### src/rtl/sha_bool_pipe_if.sv
// Valid/ready bundle for the SHA-2 Boolean function slot.
// The master side is the producer/consumer, the slave side is the pipe.
interface sha_bool_pipe_if #(
  parameter int WIDTH = 32,
  parameter int TAG_W = 6
);
  logic             in_valid;
  logic             in_ready;
  logic [1:0]       in_mode;
  logic [WIDTH-1:0] in_x;
  logic [WIDTH-1:0] in_y;
  logic [WIDTH-1:0] in_z;
  logic [TAG_W-1:0] in_tag;
  logic             out_valid;
  logic             out_ready;
  logic [WIDTH-1:0] out_data;
  logic [TAG_W-1:0] out_tag;
  logic             busy;

  modport master (
    output in_valid, in_mode, in_x, in_y, in_z, in_tag, out_ready,
    input  in_ready, out_valid, out_data, out_tag, busy
  );

  modport slave (
    input  in_valid, in_mode, in_x, in_y, in_z, in_tag, out_ready,
    output in_ready, out_valid, out_data, out_tag, busy
  );
endinterface

### src/rtl/sha_bool_pipe.sv
// Pipelined SHA-2 Boolean function slot (MAJ / CH / PARITY / PASS) with tag sideband.
// The function is evaluated ahead of stage 0; later stages are stallable delay registers.

module sha_bool_stage #(
  parameter int W = 1
) (
  input  logic         clk,
  input  logic         rst,
  input  logic         adv_i,
  input  logic         vld_i,
  input  logic [W-1:0] pld_i,
  output logic         vld_o,
  output logic [W-1:0] pld_o
);
  logic         vld_q, vld_d;
  logic [W-1:0] pld_q, pld_d;

  always_comb begin
    vld_d = vld_q;
    pld_d = pld_q;
    if (adv_i) begin
      vld_d = vld_i;
      // Payload only moves with a real entry, so a drained output keeps its last value.
      if (vld_i) pld_d = pld_i;
    end
  end

  always_ff @(posedge clk) begin
    if (rst) begin
      vld_q <= 1'b0;
      pld_q <= '0;
    end else begin
      vld_q <= vld_d;
      pld_q <= pld_d;
    end
  end

  assign vld_o = vld_q;
  assign pld_o = pld_q;
endmodule

module sha_bool_pipe #(
  parameter int WIDTH  = 32,
  parameter int STAGES = 2,
  parameter int TAG_W  = 6
) (
  input  logic           clk,
  input  logic           rst,
  sha_bool_pipe_if.slave bus
);
  typedef enum logic [1:0] {
    MODE_MAJ  = 2'b00,
    MODE_CH   = 2'b01,
    MODE_PAR  = 2'b10,
    MODE_PASS = 2'b11
  } mode_e;

  typedef struct packed {
    logic [WIDTH-1:0] data;
    logic [TAG_W-1:0] tag;
  } rsp_t;

  localparam int PW = $bits(rsp_t);

  // vld_pipe[0]/pld_pipe[0] is the offered beat; index k+1 is the output of stage k.
  logic [STAGES:0]   vld_pipe;
  rsp_t [STAGES:0]   pld_pipe;
  logic [STAGES-1:0] adv;
  logic [WIDTH-1:0]  fn_res;
  rsp_t              in_rsp;

  always_comb begin
    fn_res = bus.in_x;
    case (mode_e'(bus.in_mode))
      MODE_MAJ:  fn_res = (bus.in_x & bus.in_y) ^ (bus.in_x & bus.in_z) ^ (bus.in_y & bus.in_z);
      MODE_CH:   fn_res = (bus.in_x & bus.in_y) ^ (~bus.in_x & bus.in_z);
      MODE_PAR:  fn_res = bus.in_x ^ bus.in_y ^ bus.in_z;
      MODE_PASS: fn_res = bus.in_x;
      default:   fn_res = bus.in_x;
    endcase
  end

  assign in_rsp.data = fn_res;
  assign in_rsp.tag  = bus.in_tag;
  assign vld_pipe[0] = bus.in_valid;
  assign pld_pipe[0] = in_rsp;

  // A stage may load when it is empty or the stage after it is moving, so bubbles collapse.
  always_comb begin
    adv = '0;
    adv[STAGES-1] = ~vld_pipe[STAGES] | bus.out_ready;
    for (int k = STAGES - 2; k >= 0; k--) begin
      adv[k] = ~vld_pipe[k+1] | adv[k+1];
    end
  end

  for (genvar k = 0; k < STAGES; k++) begin : g_stage
    sha_bool_stage #(.W(PW)) u_stage (
      .clk   (clk),
      .rst   (rst),
      .adv_i (adv[k]),
      .vld_i (vld_pipe[k]),
      .pld_i (pld_pipe[k]),
      .vld_o (vld_pipe[k+1]),
      .pld_o (pld_pipe[k+1])
    );
  end

  assign bus.in_ready  = adv[0];
  assign bus.out_valid = vld_pipe[STAGES];
  assign bus.out_data  = pld_pipe[STAGES].data;
  assign bus.out_tag   = pld_pipe[STAGES].tag;
  assign bus.busy      = |vld_pipe[STAGES:1];
endmodule
### src/flat_wrapper.sv
// flat-port wrapper written by rule: the top's interface ports become plain ports
module sha_bool_pipe_flat 
#(
  parameter int WIDTH  = 32,
  parameter int STAGES = 2,
  parameter int TAG_W  = 6
)
  (clk, rst, bus_in_valid, bus_in_mode, bus_in_x, bus_in_y, bus_in_z, bus_in_tag, bus_out_ready, bus_in_ready, bus_out_valid, bus_out_data, bus_out_tag, bus_busy);
  sha_bool_pipe_if #(.WIDTH(WIDTH), .TAG_W(TAG_W)) bus_i ();
  input  logic clk;
  input  logic rst;
  input wire logic [$bits(bus_i.in_valid)-1:0] bus_in_valid;
  input wire logic [$bits(bus_i.in_mode)-1:0] bus_in_mode;
  input wire logic [$bits(bus_i.in_x)-1:0] bus_in_x;
  input wire logic [$bits(bus_i.in_y)-1:0] bus_in_y;
  input wire logic [$bits(bus_i.in_z)-1:0] bus_in_z;
  input wire logic [$bits(bus_i.in_tag)-1:0] bus_in_tag;
  input wire logic [$bits(bus_i.out_ready)-1:0] bus_out_ready;
  output wire logic [$bits(bus_i.in_ready)-1:0] bus_in_ready;
  output wire logic [$bits(bus_i.out_valid)-1:0] bus_out_valid;
  output wire logic [$bits(bus_i.out_data)-1:0] bus_out_data;
  output wire logic [$bits(bus_i.out_tag)-1:0] bus_out_tag;
  output wire logic [$bits(bus_i.busy)-1:0] bus_busy;
  assign bus_i.in_valid = bus_in_valid;
  assign bus_i.in_mode = bus_in_mode;
  assign bus_i.in_x = bus_in_x;
  assign bus_i.in_y = bus_in_y;
  assign bus_i.in_z = bus_in_z;
  assign bus_i.in_tag = bus_in_tag;
  assign bus_i.out_ready = bus_out_ready;
  assign bus_in_ready = bus_i.in_ready;
  assign bus_out_valid = bus_i.out_valid;
  assign bus_out_data = bus_i.out_data;
  assign bus_out_tag = bus_i.out_tag;
  assign bus_busy = bus_i.busy;
  sha_bool_pipe #(.WIDTH(WIDTH), .STAGES(STAGES), .TAG_W(TAG_W)) u_core (.clk(clk), .rst(rst), .bus(bus_i));
endmodule
### config.mk
export PLATFORM = sky130hd
export DESIGN_NAME = sha_bool_pipe_flat
export DESIGN_NICKNAME = d
export VERILOG_FILES = /design/src/rtl/sha_bool_pipe_if.sv /design/src/rtl/sha_bool_pipe.sv /design/src/flat_wrapper.sv
export SDC_FILE = /design/constraint.sdc
export NUM_CORES = 1
export LEC_CHECK = 0
export CAP_MARGIN = 20
export CELL_PAD_IN_SITES_DETAIL_PLACEMENT = 1
export CELL_PAD_IN_SITES_GLOBAL_PLACEMENT = 1
export CORE_MARGIN = 3
export CORE_UTILIZATION = 38
export CTS_BUF_LIST = sky130_fd_sc_hd__clkbuf_4
export DETAILED_ROUTE_END_ITERATION = 8
export PLACE_DENSITY_LB_ADDON = 0.1
export SYNTH_ARGS = -nofsm -noshare
export SYNTH_HDL_FRONTEND = slang
export SYNTH_SLANG_ARGS = --single-unit
### constraint.sdc
create_clock -name clk -period 5.1 [get_ports clk]
set_input_delay 1.53 -clock clk [delete_from_list [all_inputs] [get_ports clk]]
set_output_delay 1.53 -clock clk [all_outputs]
set_load 0.02 [all_outputs]
==> summary.md, run 1 <==
| Metric | Value |
|---|---|
| Run status | `finished clean` |
| GR met2 Demand/Resource | `35.1%` |
| RSZ-0062 raised after global routing | `false` |
| Worst EP arrival | `2.90 ns` |
| Top-count cell post-synth | `inv_1` |
| Synth Instances | `634` |
| Peak supply drop | `113 µV` |
| Fin crit period | `4.43 ns` |
| Crit path buffers/inverters | `3` |
| Worst path cell trace | `clkdlybuf4s50_1 -> and3b_1 -> clkinv_2 -> clkdlybuf4s50_1` |
| CP max-delay cell | `clkdlybuf4s50_1` |
| Syn_nets | `774` |
| Final Hold Fails | `0` |
| Worst Hold Depth | `2` |
| Setup Viol. Count Final | `0` |
| Max-slew violations | `0` |
| Reg2Reg Setup Slack | `2.86 ns` |
| Reg-to-reg startpoint | `u_core.g_stage[0].u_stage.vld_o$_SDFFE_PP0P_` |
| Main synth FF type | `dfxtp_1` |
| Pleak | `2.68 nW` |
| Initial Utilization | `39.5%` |
| Area grow syn2layout | `30.4%` |
| Post-CTS Setup Inserts | `0` |
| CP required | `3.57 ns` |
| Latest clock arrival within the worst-skew pair | `between 0.4 and 0.5 ns` |
| H-tree depth | `3` |
| # IOs | `roughly 150` |
| Sequential share of the synthesized area | `between 20% and 30%` |
| Core area | `13500 µm²` |
| CP most frequent cell | `clkdlybuf4s50_1` |
| Fin Hold WS | `0.475 ns` |
| CP Launch Type | `input port` |
| R2R cell count | `3` |
| Row cnt | `between 40 and 50` |
| Ys Warns | `0` |
| CP max FO | `3` |
| Vias per cell | `5.57` |
| Worst-margin pin slew | `1.05 ns` |
| Busiest grt layer | `met2` |
| Max Cap Violations | `0` |
| Hold Path End | `u_core.g_stage[1].u_stage.pld_o[18]$_SDFFE_PP0P_` |
| Largest net degree at the start of global routing | `63` |
| Sink Count | `78` |
| Crit path kind | `in2out` |
| Initial antenna violation count | `1` |
| DRT Pass-1 Iters | `4` |
| Synth Area per Inst | `about 8.4 µm²` |
| EDFF count, synth | `0` |
| Clock-pin slew on the worst setup and hold paths | `0.13 ns` |
| Die H | `around 120 µm` |
| DP HPWL | `12.0 mm` |
| Instance count on the critical path | `4` |
| Vias in the first global route | `between 5000 and 6000` |
| Routed WL | `16.6 mm` |
| RD Place Congestion | `0.832` |
| Longest Clk Path Bufs | `2` |
| DIE AREA | `about 15000 µm²` |
| First-pass GRT wire length | `27.2 mm` |
| Hold WC Path Type | `reg2reg` |
| Dpl ws | `0.670 ns` |
| Resized cells post-CTS | `0` |
| CTS root buf | `clkbuf_4` |
| Synth area leaders | `dfxtp_1, fa_1, inv_1` |
| Via count | `5143` |
| Power per cell area | `219 nW/µm²` |
| Cell variety after synth | `36` |
| Synth Cell Area | `5330 µm²` |
| Worst Clk Skew | `0.0171 ns` |
| Fin crit share | `86.9%` |
| Share of the synthesized area in the top cell type | `29.3%` |
| CTS tree | `done` |
| Num CTS Buffers | `9` |
| Critical path endpoint category | `output port` |
| GRT Overall Usage | `21.2%` |
| Reg area | `1560 µm²` |
| Critical Path Max Stage Delay | `about 0.6 ns` |
| Footprint of the multi-input gates | `3070 µm²` |
| TNS Setup | `0 ns` |
| Initial DRC count | `357` |
| Layout cells sized above 1 | `under 10%` |
| Ys async rst share | `0%` |
| FF+latch count, synth | `78` |
| Grt total ovfl | `0` |
| Final design utilization | `51.5%` |
| Wire per inst | `18.0 µm` |
| Hold Startpoint | `u_core.g_stage[0].u_stage.pld_o[18]$_SDFFE_PP0P_` |
| Synth top cells by count | `inv_1, dfxtp_1, a21oi_1` |
| DR DRC count | `0` |
| Post-synth top area cell | `dfxtp_1` |
| Port bufs | `148` |
| Global routing usage on met3 | `2.10%` |
| CP top delay family | `buffers and inverters` |
| Worst rel slew slack | `29.8%` |
| Setup ws final | `0.670 ns` |
| Post-CTS Hold Buffers | `0` |
| Die width | `~120 µm` |
| Fillcell total | `1608` |
| Max Freq | `0.226 GHz` |
| Final #Nets | `882` |
| R2r endpoint | `u_core.g_stage[1].u_stage.pld_o[26]$_SDFFE_PP0P_` |
| Met1 Use GR | `29.3%` |
| Post-DRT Antenna Nets | `0` |
==> sequential cells by signal, summed over array words and instances, names as in the netlist <==
| name | count |
|---|---|
| u_core.g_stage.u_stage.vld_o | 2 |
| u_core.g_stage.u_stage.pld_o | 76 |
==> tightest hold or removal path, stage by stage (launching register included) <==
cell	delay, ns
dfxtp_1	0.33
nand3_1	0.06
a21oi_1	0.05
==> layout by cell type (no fill, tap or decap), types with 2 or more instances in the layout <==
cell type / count
a211o_1: 16
a21oi_1: 62
a311oi_1: 16
a31oi_1: 2
a32o_1: 16
buf_2: 3
buf_4: 8
bufinv_16: 3
clkbuf_4: 9
clkdlybuf4s50_1: 145
dfxtp_1: 77
fa_1: 32
inv_1: 99
nand3_1: 44
nand3b_1: 32
nand4_1: 16
nor2b_1: 17
nor3b_1: 13
o211a_1: 2
o211ai_1: 17
o21a_1: 13
o21ai_0: 54
o21ai_1: 3
o31ai_1: 6
o31ai_2: 10
or3b_2: 16
==> routing by layer <==
layer | part of all wire, % | routed length (µm)
met1 | 45 | 7530
met2 | 48 | 7950
met3 | 5.3 | 872
met4 | 1.4 | 229
met5 | 0 | 0
==> where the power goes <==
part           switching [mW]  internal [mW]  total (mW)
clock                   0.228          0.246       0.474
sequential             0.0309          0.644       0.675
combinational           0.189          0.187       0.376
total                   0.448           1.08        1.53
==> cell families after synthesis <==
group / after synthesis / synth area share [%]
compound gates: 218 / 27.6
simple gates: 146 / 17.9
buf+inv: 160 / 13.2
fa+ha+maj: 32 / 12.0
flops: 78 / 29.3
==> cell type report <==
class / instances / area share, %
clock buffers: 9 / 0.972
flip-flops and latches: 78 / 22.5
clock inverters: 6 / 1.58
well taps: 176 / 3.17
diodes: 1 / 0.0360
multi-input cells: 396 / 44.2
repair buffers: 157 / 22.2
inverters: 100 / 5.42
==> per-stage QoR <==
stage	area [µm²]	std cells	power, mW
finish	6950	923	1.53
global route	6950	923	1.61
CTS	6950	922	1.54
detailed placement	6770	907	1.07
global placement	6760	906	1.05
floorplan	5330	634	0.894
==> worst max path at each step <==
stage / start / to / slack [ns]
floorplan: bus_out_ready / bus_in_ready / 1.43
global placement: bus_out_ready / bus_in_ready / 0.68
detailed placement: bus_out_ready / bus_in_ready / 0.67
CTS: bus_out_ready / bus_in_ready / 0.66
global route: bus_out_ready / bus_in_ready / 0.64
finish: bus_out_ready / bus_in_ready / 0.67
No activity file was read; power rests on OpenSTA's default activity.
==> inputs of run 2 (changes only) <==
Settings changed: CORE_UTILIZATION 38 to 37, CTS_CLUSTER_SIZE set to 12.
Clock period 5.1 ns to 4.8 ns, I/O delays scaled along.
==> summary.md, run 2 (same netlist as run 1, synthesis figures left out) <==
| Metric | Value |
|---|---|
| CP top delay family | `buffers and inverters` |
| Via count | `5096 (-0.91%)` |
| Routed WL | `16.5 mm (-0.80%)` |
| CTS tree | `done` |
| Initial DRC count | `288 (-19%)` |
| Worst EP arrival | `2.82 ns (-0.08 ns)` |
| Worst Clk Skew | `0.0201 ns (+0.00296 ns)` |
| Max-slew violations | `0 (unchanged)` |
| Post-CTS Setup Inserts | `0 (unchanged)` |
| Worst rel slew slack | `30.4% (+0.65 points)` |
| DIE AREA | `15900 µm² (+2.6%)` |
| CP max FO | `3 (unchanged)` |
| CP required | `3.36 ns (-0.21 ns)` |
| Most common cell after layout, fill and taps aside | `clkdlybuf4s50_1` |
| Fin Hold WS | `0.478 ns (+0.00320 ns)` |
| Worst path cell trace | `clkdlybuf4s50_1 -> and3b_1 -> clkinv_2 -> clkdlybuf4s50_1` |
| CTS root buf | `clkbuf_4` |
| Latest clock arrival within the worst-skew pair | `0.44 ns (about the same)` |
| Crit path buffers/inverters | `3 (unchanged)` |
| Most frequent cells in the layout | `clkdlybuf4s50_1, inv_1, dfxtp_1, a21oi_1, o21ai_0` |
| Post-CTS Hold Buffers | `0 (unchanged)` |
| Final design utilization | `49.6% (-1.9 points)` |
| Die width | `126 µm (+1.3%)` |
| Max reg flops | `76 (unchanged)` |
| Total power | `1.52 mW (-0.17%)` |
| Initial antenna violation count | `0 (-1)` |
| TNS Setup | `0 ns (unchanged)` |
| Max Freq | `0.235 GHz` |
| Busiest grt layer | `met2` |
| Fin crit share | `88.7%` |
| RSZ-0062 raised after global routing | `false` |
| Largest net degree at the start of global routing | `63 (unchanged)` |
| Crit path kind | `in2out` |
| Hold WC Path Type | `reg2reg` |
| Critical path endpoint category | `output port` |
| Antenna diodes | `0 (-1)` |
| DP HPWL | `11.9 mm (-0.85%)` |
| Core area | `14000 µm² (+3.6%)` |
| Run status | `finished clean` |
| Die H | `126 µm (+1.3%)` |
| Worst-margin pin slew | `1.04 ns (-0.00973 ns)` |
| First-pass GRT wire length | `26.6 mm (-2.1%)` |
| Area grow syn2layout | `30.2%` |
| GR met2 Demand/Resource | `33.8% (-1.3 points)` |
| Setup ws final | `0.543 ns (-0.127 ns)` |
| Clock-pin slew on the worst setup and hold paths | `0.11 ns (-0.02 ns)` |
| GRT Overall Usage | `20.2% (-1.0 points)` |
| Critical Path Max Stage Delay | `0.59 ns (about the same)` |
| Longest Clk Path Bufs | `2 (unchanged)` |
| Setup Viol. Count Final | `0 (unchanged)` |
| Pleak | `2.68 nW (-0.11%)` |
| Wire per inst | `17.7 µm (-1.5%)` |
| Met1 Use GR | `27.6% (-1.6 points)` |
| Resized cells post-CTS | `0 (unchanged)` |
| CP max-delay cell | `clkdlybuf4s50_1` |
| Vias in the first global route | `5246 (-2.1%)` |
| Sink Count | `78 (unchanged)` |
| Port bufs | `148 (unchanged)` |
| Final Hold Fails | `0 (unchanged)` |
| Post-DRT Antenna Nets | `0 (unchanged)` |
| Num CTS Buffers | `9 (unchanged)` |
| Peak supply drop | `100 µV (-11%)` |
| Dpl ws | `0.541 ns (-0.129 ns)` |
| DRT Pass-1 Iters | `4 (unchanged)` |
| Initial Utilization | `38.1% (-1.4 points)` |
| Final #Nets | `885 (+0.34%)` |
| Vias per cell | `5.48 (-1.7%)` |
| H-tree depth | `3 (unchanged)` |
| Power per cell area | `219 nW/µm² (about the same)` |
| Fin crit period | `4.26 ns` |
| Max Cap Violations | `0 (unchanged)` |
| DR DRC count | `0 (unchanged)` |
| CP most frequent cell | `clkdlybuf4s50_1` |
| Row cnt | `43 (+2.4%)` |
| RD Place Congestion | `0.798 (-4.1%)` |
| Layout cells sized above 1 | `8.27% (+0.36 points)` |
| CP Launch Type | `input port` |
| # IOs | `149 (unchanged)` |
| Grt total ovfl | `0 (unchanged)` |
| Global routing usage on met3 | `3.39% (+1.3 points)` |
-- run 2: cell type report --
cell class	count	area, µm²
clock inverter	6	62.6
tap	180	225
sequential	78	1560
clock buffer	10	75.1
timing repair buffer	160	1570
multi-input combinational	396	3070
fill	1706	7050
inverter	100	377
-- run 2: where the power goes --
part	switching, mW	internal (mW)	leakage (nW)	total (mW)
logic	0.204	0.201	1.97	0.405
registers	0.0272	0.685	0.639	0.712
clock network	0.243	0.163	0.0700	0.406
-- run 2: final timing paths --
path,start,endpoint,slack (ns),cells after the start
max,bus_out_ready,bus_in_ready,0.54,4
min,u_core.g_stage[0].u_stage.pld_o[25]$_SDFFE_PP0P_,u_core.g_stage[1].u_stage.pld_o[25]$_SDFFE_PP0P_,0.48,2
max reg2reg,u_core.g_stage[0].u_stage.vld_o$_SDFFE_PP0P_,u_core.g_stage[1].u_stage.pld_o[25]$_SDFFE_PP0P_,2.87,4
min reg2reg,u_core.g_stage[0].u_stage.pld_o[25]$_SDFFE_PP0P_,u_core.g_stage[1].u_stage.pld_o[25]$_SDFFE_PP0P_,0.48,2
-- run 2: worst register-to-register path, stage by stage (launching register included) --
cell	delay, ns
dfxtp_1	0.38
buf_4	0.38
inv_1	0.58
o21ai_0	0.37
a21oi_1	0.09
-- run 2: routing by layer --
metal | part of all wire [%] | up-vias | wire length [µm]
met5 | 0 | - | 0
met4 | 0.89 | 0 | 146
met3 | 5.3 | 11 | 871
met2 | 48 | 123 | 7830
met1 | 46 | 2501 | 7600
li1 | - | 2461 | -
-- run 2: metrics by stage --
stage          cell area [µm²]  cells
3_5_place_dp              6780    913
4_1_cts                   6920    929
6_report                  6940    930
3_3_place_gp              6780    913
2_1_floorplan             5330    634
5_1_grt                   6940    930
